$ cat src/rtl/button_sync_pkg.sv
// ---------------------------------------------------------------
// button_sync_pkg : sizing helper shared by the button_sync files
// Revision: 1.0
// ---------------------------------------------------------------
`default_nettype none

package button_sync_pkg;

  // Bits needed to hold the values 0..max_count.
  function automatic int cnt_width(input int max_count);
    return (max_count < 1) ? 1 : $clog2(max_count + 1);
  endfunction

endpackage

`default_nettype wire

$ cat src/rtl/button_sync_ch.sv
// ---------------------------------------------------------------
// button_sync_ch : one button channel -- 2-flop synchronizer,
//                  debounce filter and registered press pulse
// Revision: 1.0
// ---------------------------------------------------------------
`default_nettype none

module button_sync_ch
  import button_sync_pkg::*;
#(
  parameter int P_DEBOUNCE_CNT = 2
) (
  input  logic clk,
  input  logic rst,
  input  logic raw,
  output logic press_pulse
);

  localparam int CNT_W = cnt_width(P_DEBOUNCE_CNT);
  localparam logic [CNT_W-1:0] C_CNT_LAST = CNT_W'(P_DEBOUNCE_CNT - 1);

  logic             sync1;
  logic             sync2;
  logic             filtered;
  logic [CNT_W-1:0] cnt;

  always_ff @(posedge clk) begin
    if (rst) begin
      sync1       <= 1'b0;
      sync2       <= 1'b0;
      filtered    <= 1'b0;
      cnt         <= '0;
      press_pulse <= 1'b0;
    end else begin
      sync1       <= raw;
      sync2       <= sync1;
      press_pulse <= 1'b0;
      if (sync2 == filtered) begin
        // Any bounce back to the accepted level restarts the count.
        cnt <= '0;
      end else if (cnt == C_CNT_LAST) begin
        filtered    <= sync2;
        cnt         <= '0;
        press_pulse <= sync2;
      end else begin
        cnt <= cnt + 1'b1;
      end
    end
  end

endmodule

`default_nettype wire

$ cat src/rtl/button_sync.sv
// ---------------------------------------------------------------
// button_sync : array of independent debounced button channels
// Revision: 1.0
// ---------------------------------------------------------------
`default_nettype none

module button_sync #(
  parameter int P_BUTTON_WIDTH = 5,
  parameter int P_DEBOUNCE_CNT = 2
) (
  input  logic                      iClk,
  input  logic                      iRst,
  input  logic [P_BUTTON_WIDTH-1:0] iButtonRaw,
  output logic [P_BUTTON_WIDTH-1:0] oButtonEdge
);

  generate
    for (genvar i = 0; i < P_BUTTON_WIDTH; i++) begin : g_channel
      button_sync_ch #(
        .P_DEBOUNCE_CNT (P_DEBOUNCE_CNT)
      ) u_ch (
        .clk         (iClk),
        .rst         (iRst),
        .raw         (iButtonRaw[i]),
        .press_pulse (oButtonEdge[i])
      );
    end
  endgenerate

endmodule

`default_nettype wire

$ cat config.mk
export PLATFORM = sky130hd
export DESIGN_NAME = button_sync
export DESIGN_NICKNAME = d
export VERILOG_FILES = /design/src/rtl/button_sync_pkg.sv /design/src/rtl/button_sync_ch.sv /design/src/rtl/button_sync.sv
export SDC_FILE = /design/constraint.sdc
export NUM_CORES = 1
export LEC_CHECK = 0
export BUFFER_PORTS_ARGS = -buffer_cell sky130_fd_sc_hd__buf_2
export CAP_MARGIN = 20
export CORE_UTILIZATION = 58
export CTS_BUF_LIST = sky130_fd_sc_hd__clkbuf_4 sky130_fd_sc_hd__clkbuf_8
export CTS_CLUSTER_SIZE = 28
export DETAILED_ROUTE_END_ITERATION = 7
export PLACE_DENSITY = 0.8
export SLEW_MARGIN = 20
export SYNTH_ARGS = -nofsm -noshare
export SYNTH_HDL_FRONTEND = slang
export SYNTH_SLANG_ARGS = --single-unit
$ cat constraint.sdc
create_clock -name iClk -period 1.1 [get_ports iClk]
set_input_delay 0.165 -clock iClk [delete_from_list [all_inputs] [get_ports iClk]]
set_output_delay 0.165 -clock iClk [all_outputs]
set_load 0.01 [all_outputs]
Word-level counts from Yosys, hierarchy flattened
Index checks and enable logic that the tools add are counted.
{"block": "word_totals", "elab_cells": 65, "ram_bits": 0, "mem_bits_ro": 0, "mem_count": 0, "ff_bits": 30, "latch_bits": 0}
{"block": "op_classes", "magnitude_cmp": 0, "shift": 0, "n_mux": 0, "n_reduce_logical": 15, "bitwise": 10, "div_mod_pow": 0, "eq_ne": 10, "n_addsub": 5, "multipliers": 0}
{"operator": "OR reduction 3 bit", "n": 10}
{"operator": "adder 2 x 1 -> 2 bit, second input constant", "n": 5}
{"operator": "equality test 2 x 1 -> 1 bit, second input constant", "n": 5}
{"operator": "NOT 1 bit", "n": 10}
{"operator": "AND reduction 2 bit", "n": 5}
{"operator": "equality test 1 bit", "n": 5}

Longest topological paths before layout
Gate-level depths: netlist of run 1.
{"block": "depth", "depth_word": 3, "mapped_depth": 4, "depth_no_buf": 4}

Modules after synthesis
From an unflattened synthesis of run 1, not the netlist that was laid out.
{"block": "unflattened", "hier_cells": 80, "area_unflattened_um2": 982.2}
{"mod": "button_sync_ch", "cells_each": 16, "instances": 5, "area_each_um2": 196.4, "seq_area_each_um2": 120.1}

Least setup slack after synthesis of run 1
Ideal clock, no wire load.
{"block": "synth_timing", "path_type": "register to register", "startpoint": "register g_channel[4].u_ch.cnt[1]", "endpoint": "register g_channel[4].u_ch.cnt[1]", "path_slack_ns": 0.212, "path_stages_with_launch": 4, "setup_time_ns": 0.092, "synth_period_minus_slack_ns": 0.888, "path_buffers": 0, "arrival_time_ns": 0.796, "path_cell_list": "dfxtp_1 > inv_1 > ha_1 > nor4_1"}
{"block": "synth_via", "elab_chain_len": 2}
{"item": "start: declaration", "line_no": "button_sync_ch.sv:25", "source": "logic [CNT_W-1:0] cnt;"}
{"item": "start signal: assignment", "line_no": "button_sync_ch.sv:46", "source": "cnt <= cnt + 1'b1;"}
{"item": "equality test 2 x 1 -> 1 bit", "line_no": "button_sync_ch.sv:41", "source": "end else if (cnt == C_CNT_LAST) begin"}
{"item": "OR reduction 3 bit (no source line)"}
Several ways; a longest one is shown, not always the timed one.
A chain may end at the register's enable or synchronous reset.

Worst setup path after layout of run 1
{"block": "layout_timing", "startpoint": "register g_channel[2].u_ch.cnt[1]", "endpoint": "register g_channel[2].u_ch.cnt[1]"}
{"block": "layout_via", "elab_chain_len": 2}
{"item": "start: declaration", "line_no": "button_sync_ch.sv:25"}
{"item": "start signal: assignment", "line_no": "button_sync_ch.sv:46"}
{"item": "equality test 2 x 1 -> 1 bit", "line_no": "button_sync_ch.sv:41"}
{"item": "OR reduction 3 bit (no source line)"}
Several ways; a longest one is shown, not always the timed one.

==> run summary, run 1 <==
status = complete, no violations
Die Span Y = 44.9 µm
# placed instances = 119
routed len/inst = 9.75 µm
syn avg cell area = 12.1 µm²
post-route setup slack = 0.130 ns
antenna violations before repair = 0
total grt overflow = 0
Nets = 113
RSZ-0062 raised after global routing = no
CP Launch Point = g_channel[2].u_ch.cnt[1]
core box area = 1730 µm²
Fin Setup TNS = 0 ns
FILL cells = 147
IO Port Bufs = 11
Root Buffer = clkbuf_4
Mapped Area = 1070 µm²
total routed wirelength = 1240 µm
Final Cell Area = 1190 µm²
Seq cells post-synth = 30
placed cell areas = 1110 µm²
yosys warns = 0
layout cells sized above 1 = 0.265
FF/Latch Area = 601 µm²
multi-input combinational cell area = 382 µm²
Critical Path Start Type = flip-flop
GRT Util Overall = 0.157
Post-Syn Instances = 88
diode count = 0
CP Class = reg -> reg
post-synthesis sequential area ratio = 0.562
worst reg2reg startpoint = g_channel[2].u_ch.cnt[1]
Clock transition at path regs = 0.09 ns
DRC viols = 0
Slew @ Worst Pin = 0.440 ns
# rows = 15
Die X = 44.9 µm
Hold WC Path Type = in -> reg
Max-slew headroom = 0.707
CTS Buffer Depth = 2
Netlist cell types = 11
Critical Path Fanout Max = 1
H-tree depth = 2
Worst EP required = 1.32 ns
Final Hold Fails = 0
CTS Hold Bufs = 0
Vias per Instance = 4.72
via count = 599
CTS tree = done
final setup fails = 0
hold depth = 2
Iteration-0 DRC Markers = 7
Clock Skews = 0.00893 ns
Post-DRT Antenna Nets = 0
Pleak = 0.447 nW
total power = 0.00207 W
Setup Fix Bufs, Post-CTS = 0
die area = 2020 µm²
fin crit share = 0.881
Mapped Nets = 100
Post-DP HPWL = 874 µm
fin. max-slew vios = 0
CTS buffer count = 5
initial cell density of the core = 0.619
endpoint class of the critical path = flip-flop
fmax = 1.03 GHz
maxcap violations = 0
worst slack at placement = 0.139 ns
final non-filler cell total = 127
Max VDD drop = 1.06 mV
Clock Latency Late Sink = 0.31 ns
FF-to-FF path depth = 3
first drt pass iteration count = 2
vias in the first global route = 564
largest net degree at the start of global routing = 24
GP Congestion = 0.633
pwr/cell area = 1730 nW/µm²
Synth-to-Final Area Change = 11.6%
first-pass GRT wire length = 2150 µm
CTS-repair resized insts = 0
min Tclk post-route = 0.970 ns
Worst EP arrival = 1.19 ns
Sink Count = 30
io pins = 12
worst hold start = iButtonRaw[1]
-- cell usage in the layout (no fill, tap or decap) --
cell type	count
dfxtp_1	30
buf_2	11
nor2b_1	10
nor4_1	10
clkbuf_4	7
inv_1	5
mux2i_1	5
nor2_1	5
nor4bb_2	5
xnor2_1	5
ha_1	5
buf_4	3
bufinv_16	1
-- power breakdown --
group	switching, W	internal (W)
Sequential	0.0000127	0.00111
Clock	0.000331	0.000531
Combinational	0.0000380	0.0000450
Total	0.000381	0.00169
-- cell usage after synthesis (all sizes together) --
cell type,n,share of area
mux2i,5,0.047
dfxtp,30,0.56
xnor2,5,0.041
ha,5,0.059
buf,8,0.063
nor2,5,0.018
inv,5,0.018
nor2b,10,0.059
nor4bb,5,0.076
nor4,10,0.059
-- flip-flops by register name (all words and copies together), names as in the netlist --
register	count
g_channel.u_ch.cnt	10
g_channel.u_ch.filtered	5
g_channel.u_ch.press_pulse	5
g_channel.u_ch.sync1	5
g_channel.u_ch.sync2	5
-- critical path: stages (launching register included) --
cell	delay (ns)
dfxtp_1	0.31
inv_1	0.04
ha_1	0.27
nor4_1	0.26
-- layer usage --
metal | up-vias | global-route usage | wire [µm]
met1 | 264 | 0.176 | 570
met5 | - | 0 | 0
met3 | 2 | 0.0960 | 48
met2 | 11 | 0.226 | 608
met4 | 0 | 0.0909 | 10
li1 | 322 | - | -
-- area by class of cell --
type	count	share of cell area
timing repair buffer	14	0.0651
tap	25	0.0262
clock buffer	7	0.0441
sequential	30	0.504
clock inverter	1	0.0252
inverter	5	0.0157
multi-input combinational	45	0.320
-- cell families after synthesis --
| kind of cell | after synthesis | share of synthesized area |
|---|---|---|
| DFF | 30 | 0.562 |
| xor gates and xnor gates | 5 | 0.0410 |
| adders and majority gates | 5 | 0.0585 |
| buffers and inverters | 13 | 0.0808 |
| muxes | 5 | 0.0468 |
| and+or+nand+nor | 30 | 0.211 |
-- worst paths after layout --
path	slack, ns	end
hold reg to reg	0.43	g_channel[1].u_ch.cnt[0]
setup reg to reg	0.13	g_channel[2].u_ch.cnt[1]
hold / removal	0.05	g_channel[1].u_ch.sync1
setup / recovery	0.13	g_channel[2].u_ch.cnt[1]
-- through the flow --
stage               hold slack, ns   util
floorplan                    0.293      -
detailed placement           0.378  0.643
global route                0.0344  0.691
finish                      0.0523  0.691
global placement             0.372  0.643
CTS                         0.0397  0.691
Note: power is estimated with default switching activity, not from simulation.
==> run 2, diff against run 1 <==
--- a/config.mk
+++ b/config.mk
@@ -11,7 +11,7 @@
 export CTS_BUF_LIST = sky130_fd_sc_hd__clkbuf_4 sky130_fd_sc_hd__clkbuf_8
 export CTS_CLUSTER_SIZE = 28
 export DETAILED_ROUTE_END_ITERATION = 7
-export PLACE_DENSITY = 0.8
+export PLACE_DENSITY = 0.78
 export SLEW_MARGIN = 20
 export SYNTH_ARGS = -nofsm -noshare
 export SYNTH_HDL_FRONTEND = slang
==> run 2 against run 1 <==
Compared with the run above:
- critical path depth is the same
- sequential share of layout area rose by 0.48 points
- sequential cell count unchanged
- largest power group unchanged
==> run summary, run 2 (synthesis gave the netlist of run 1 again) <==
Hold WC Path Type = in -> reg
CTS tree = done
Critical Path Fanout Max = 4 (+3)
# placed instances = 118 (-0.84%)
Iteration-0 DRC Markers = 4 (-3)
Top reg by flops = g_channel.u_ch.cnt
initial cell density of the core = 0.619 (unchanged)
die area = 2020 µm² (unchanged)
layout cells sized above 1 = 0.257 (-0.00728)
Clock transition at path regs = 0.09 ns (about the same)
worst hold slack = 0.0538 ns (+0.00156 ns)
worst slack at placement = 0.126 ns (-0.0131 ns)
GRT Util Overall = 0.164 (+0.00758)
max reg flops = 10 (unchanged)
WHS Endpoint = g_channel[4].u_ch.sync1
Post-DRT Antenna Nets = 0 (unchanged)
core box area = 1730 µm² (unchanged)
fin crit share = 0.895 (+0.0138)
Fin Setup TNS = 0 ns (unchanged)
final setup fails = 0 (unchanged)
Synth-to-Final Area Change = 10.5%
Slew @ Worst Pin = 0.421 ns (-0.0192 ns)
total grt overflow = 0 (unchanged)
io pins = 12 (unchanged)
routed len/inst = 10.3 µm (+5.2%)
GP Congestion = 0.660 (+4.3%)
commonest non-fill, non-tap cell in the layout = dfxtp_1
CTS buffer count = 5 (unchanged)
hold depth = 2 (unchanged)
Vias per Instance = 4.75 (+0.79%)
Critical R2R Capture = g_channel[4].u_ch.filtered
Critical Path Start Type = flip-flop
CTS-repair resized insts = 0 (unchanged)
Setup Fix Bufs, Post-CTS = 0 (unchanged)
IO Port Bufs = 11 (unchanged)
endpoint class of the critical path = flip-flop
final non-filler cell total = 126 (-0.79%)
fmax = 1.02 GHz (-1.5%)
diode count = 0 (unchanged)
Post-DP HPWL = 941 µm (+7.7%)
FF-to-FF path depth = 3 (unchanged)
first-pass GRT wire length = 2250 µm (+4.5%)
CTS Buffer Depth = 2 (unchanged)
Nets = 112 (-0.88%)
Final Hold Fails = 0 (unchanged)
Max VDD drop = 1.26 mV (+19%)
worst reg2reg startpoint = g_channel[4].u_ch.cnt[0]
total routed wirelength = 1290 µm (+4.4%)
pwr/cell area = 1670 nW/µm² (-3.7%)
Worst EP required = 1.29 ns (-0.03 ns)
status = complete, no violations
RSZ-0062 raised after global routing = no
worst hold start = iButtonRaw[4]
fin. max-slew vios = 0 (unchanged)
Worst EP arrival = 1.18 ns (about the same)
Max-slew headroom = 0.719 (+0.0128)
H-tree depth = 2 (unchanged)
# rows = 15 (unchanged)
Sink Count = 30 (unchanged)
Clock Skews = 0.00427 ns (-0.00466 ns)
vias in the first global route = 570 (+1.1%)
CP Class = reg -> reg
post-route setup slack = 0.115 ns (-0.0151 ns)
largest net degree at the start of global routing = 23 (-4.2%)
Pleak = 0.441 nW (-1.5%)
Die X = 44.9 µm (unchanged)
min Tclk post-route = 0.985 ns (+0.0151 ns)
maxcap violations = 0 (unchanged)
fin util = 0.684 (-0.00652)
Clock Latency Late Sink = 0.31 ns (about the same)
first drt pass iteration count = 3 (+1)
Root Buffer = clkbuf_4
Die Span Y = 44.9 µm (unchanged)
commonest non-fill, non-tap cells in the layout = dfxtp_1 (30), buf_2 (11), nor2b_1 (10), nor4_1 (10)
antenna violations before repair = 0 (unchanged)
via count = 599 (unchanged)
DRC viols = 0 (unchanged)
CTS Hold Bufs = 0 (unchanged)
internal reg-to-reg setup slack = 0.12 ns (-0.02 ns)
[run 2: cell types whose count changed in the layout (fill, tap and decap cells not counted), sizes merged]
cell / before / now
buf: 14 / 13
bufinv: 1 / 0
clkbuf: 7 / 8
[run 2: per-layer routing]
layer  vias up  part of all wire  track usage  wire (µm)
met1       261              0.45        0.163        583
met5         -                 0            0          0
met4         0             0.030        0.109         39
met3         4             0.052       0.0840         67
li1        320                 -            -          -
met2        14              0.47        0.267        602
[run 2: worst max-delay path, cell delays in order, from the launching register on]
cell,delay (ns)
dfxtp_1,0.34
ha_1,0.24
mux2i_1,0.23
nor2_1,0.06
[run 2: cell type report]
type / count / area, µm²
inverters: 5 / 18.8
clock buffers: 8 / 78.8
repair buffers: 13 / 70.1
multi-input cells: 45 / 382
flip-flops and latches: 30 / 601
well taps: 25 / 31.3
fillers: 138 / 546
[run 2: where the power goes]
part / leakage, nW / switching [W] / internal [W]
Sequential: 0.244 / 0.0000131 / 0.00111
Combinational: 0.152 / 0.0000376 / 0.0000427
Clock: 0.0446 / 0.000333 / 0.000436
Total: 0.441 / 0.000384 / 0.00159
[run 2: how the worst max path moves through the flow]
| stage | start | endpoint | slack (ns) | depth (start not counted) |
|---|---|---|---|---|
| after floorplan | g_channel[4].u_ch.cnt[1] | g_channel[4].u_ch.cnt[1] | 0.21 | 3 |
| after global placement | g_channel[1].u_ch.cnt[1] | g_channel[1].u_ch.cnt[1] | 0.17 | 3 |
| after detailed placement | g_channel[1].u_ch.cnt[0] | g_channel[1].u_ch.filtered | 0.13 | 3 |
| after CTS | g_channel[3].u_ch.cnt[0] | g_channel[3].u_ch.press_pulse | 0.10 | 2 |
| after global routing | g_channel[0].u_ch.cnt[1] | g_channel[0].u_ch.cnt[1] | 0.02 | 3 |
| final | g_channel[4].u_ch.cnt[0] | g_channel[4].u_ch.filtered | 0.12 | 3 |
[run 2: through the flow]
| step | power, W | cell area, µm² |
|---|---|---|
| 2_1_floorplan | 0.00121 | 1070 |
| 3_3_place_gp | 0.00123 | 1100 |
| 3_5_place_dp | 0.00123 | 1100 |
| 4_1_cts | 0.00201 | 1180 |
| 5_1_grt | 0.00206 | 1180 |
| 6_report | 0.00197 | 1180 |
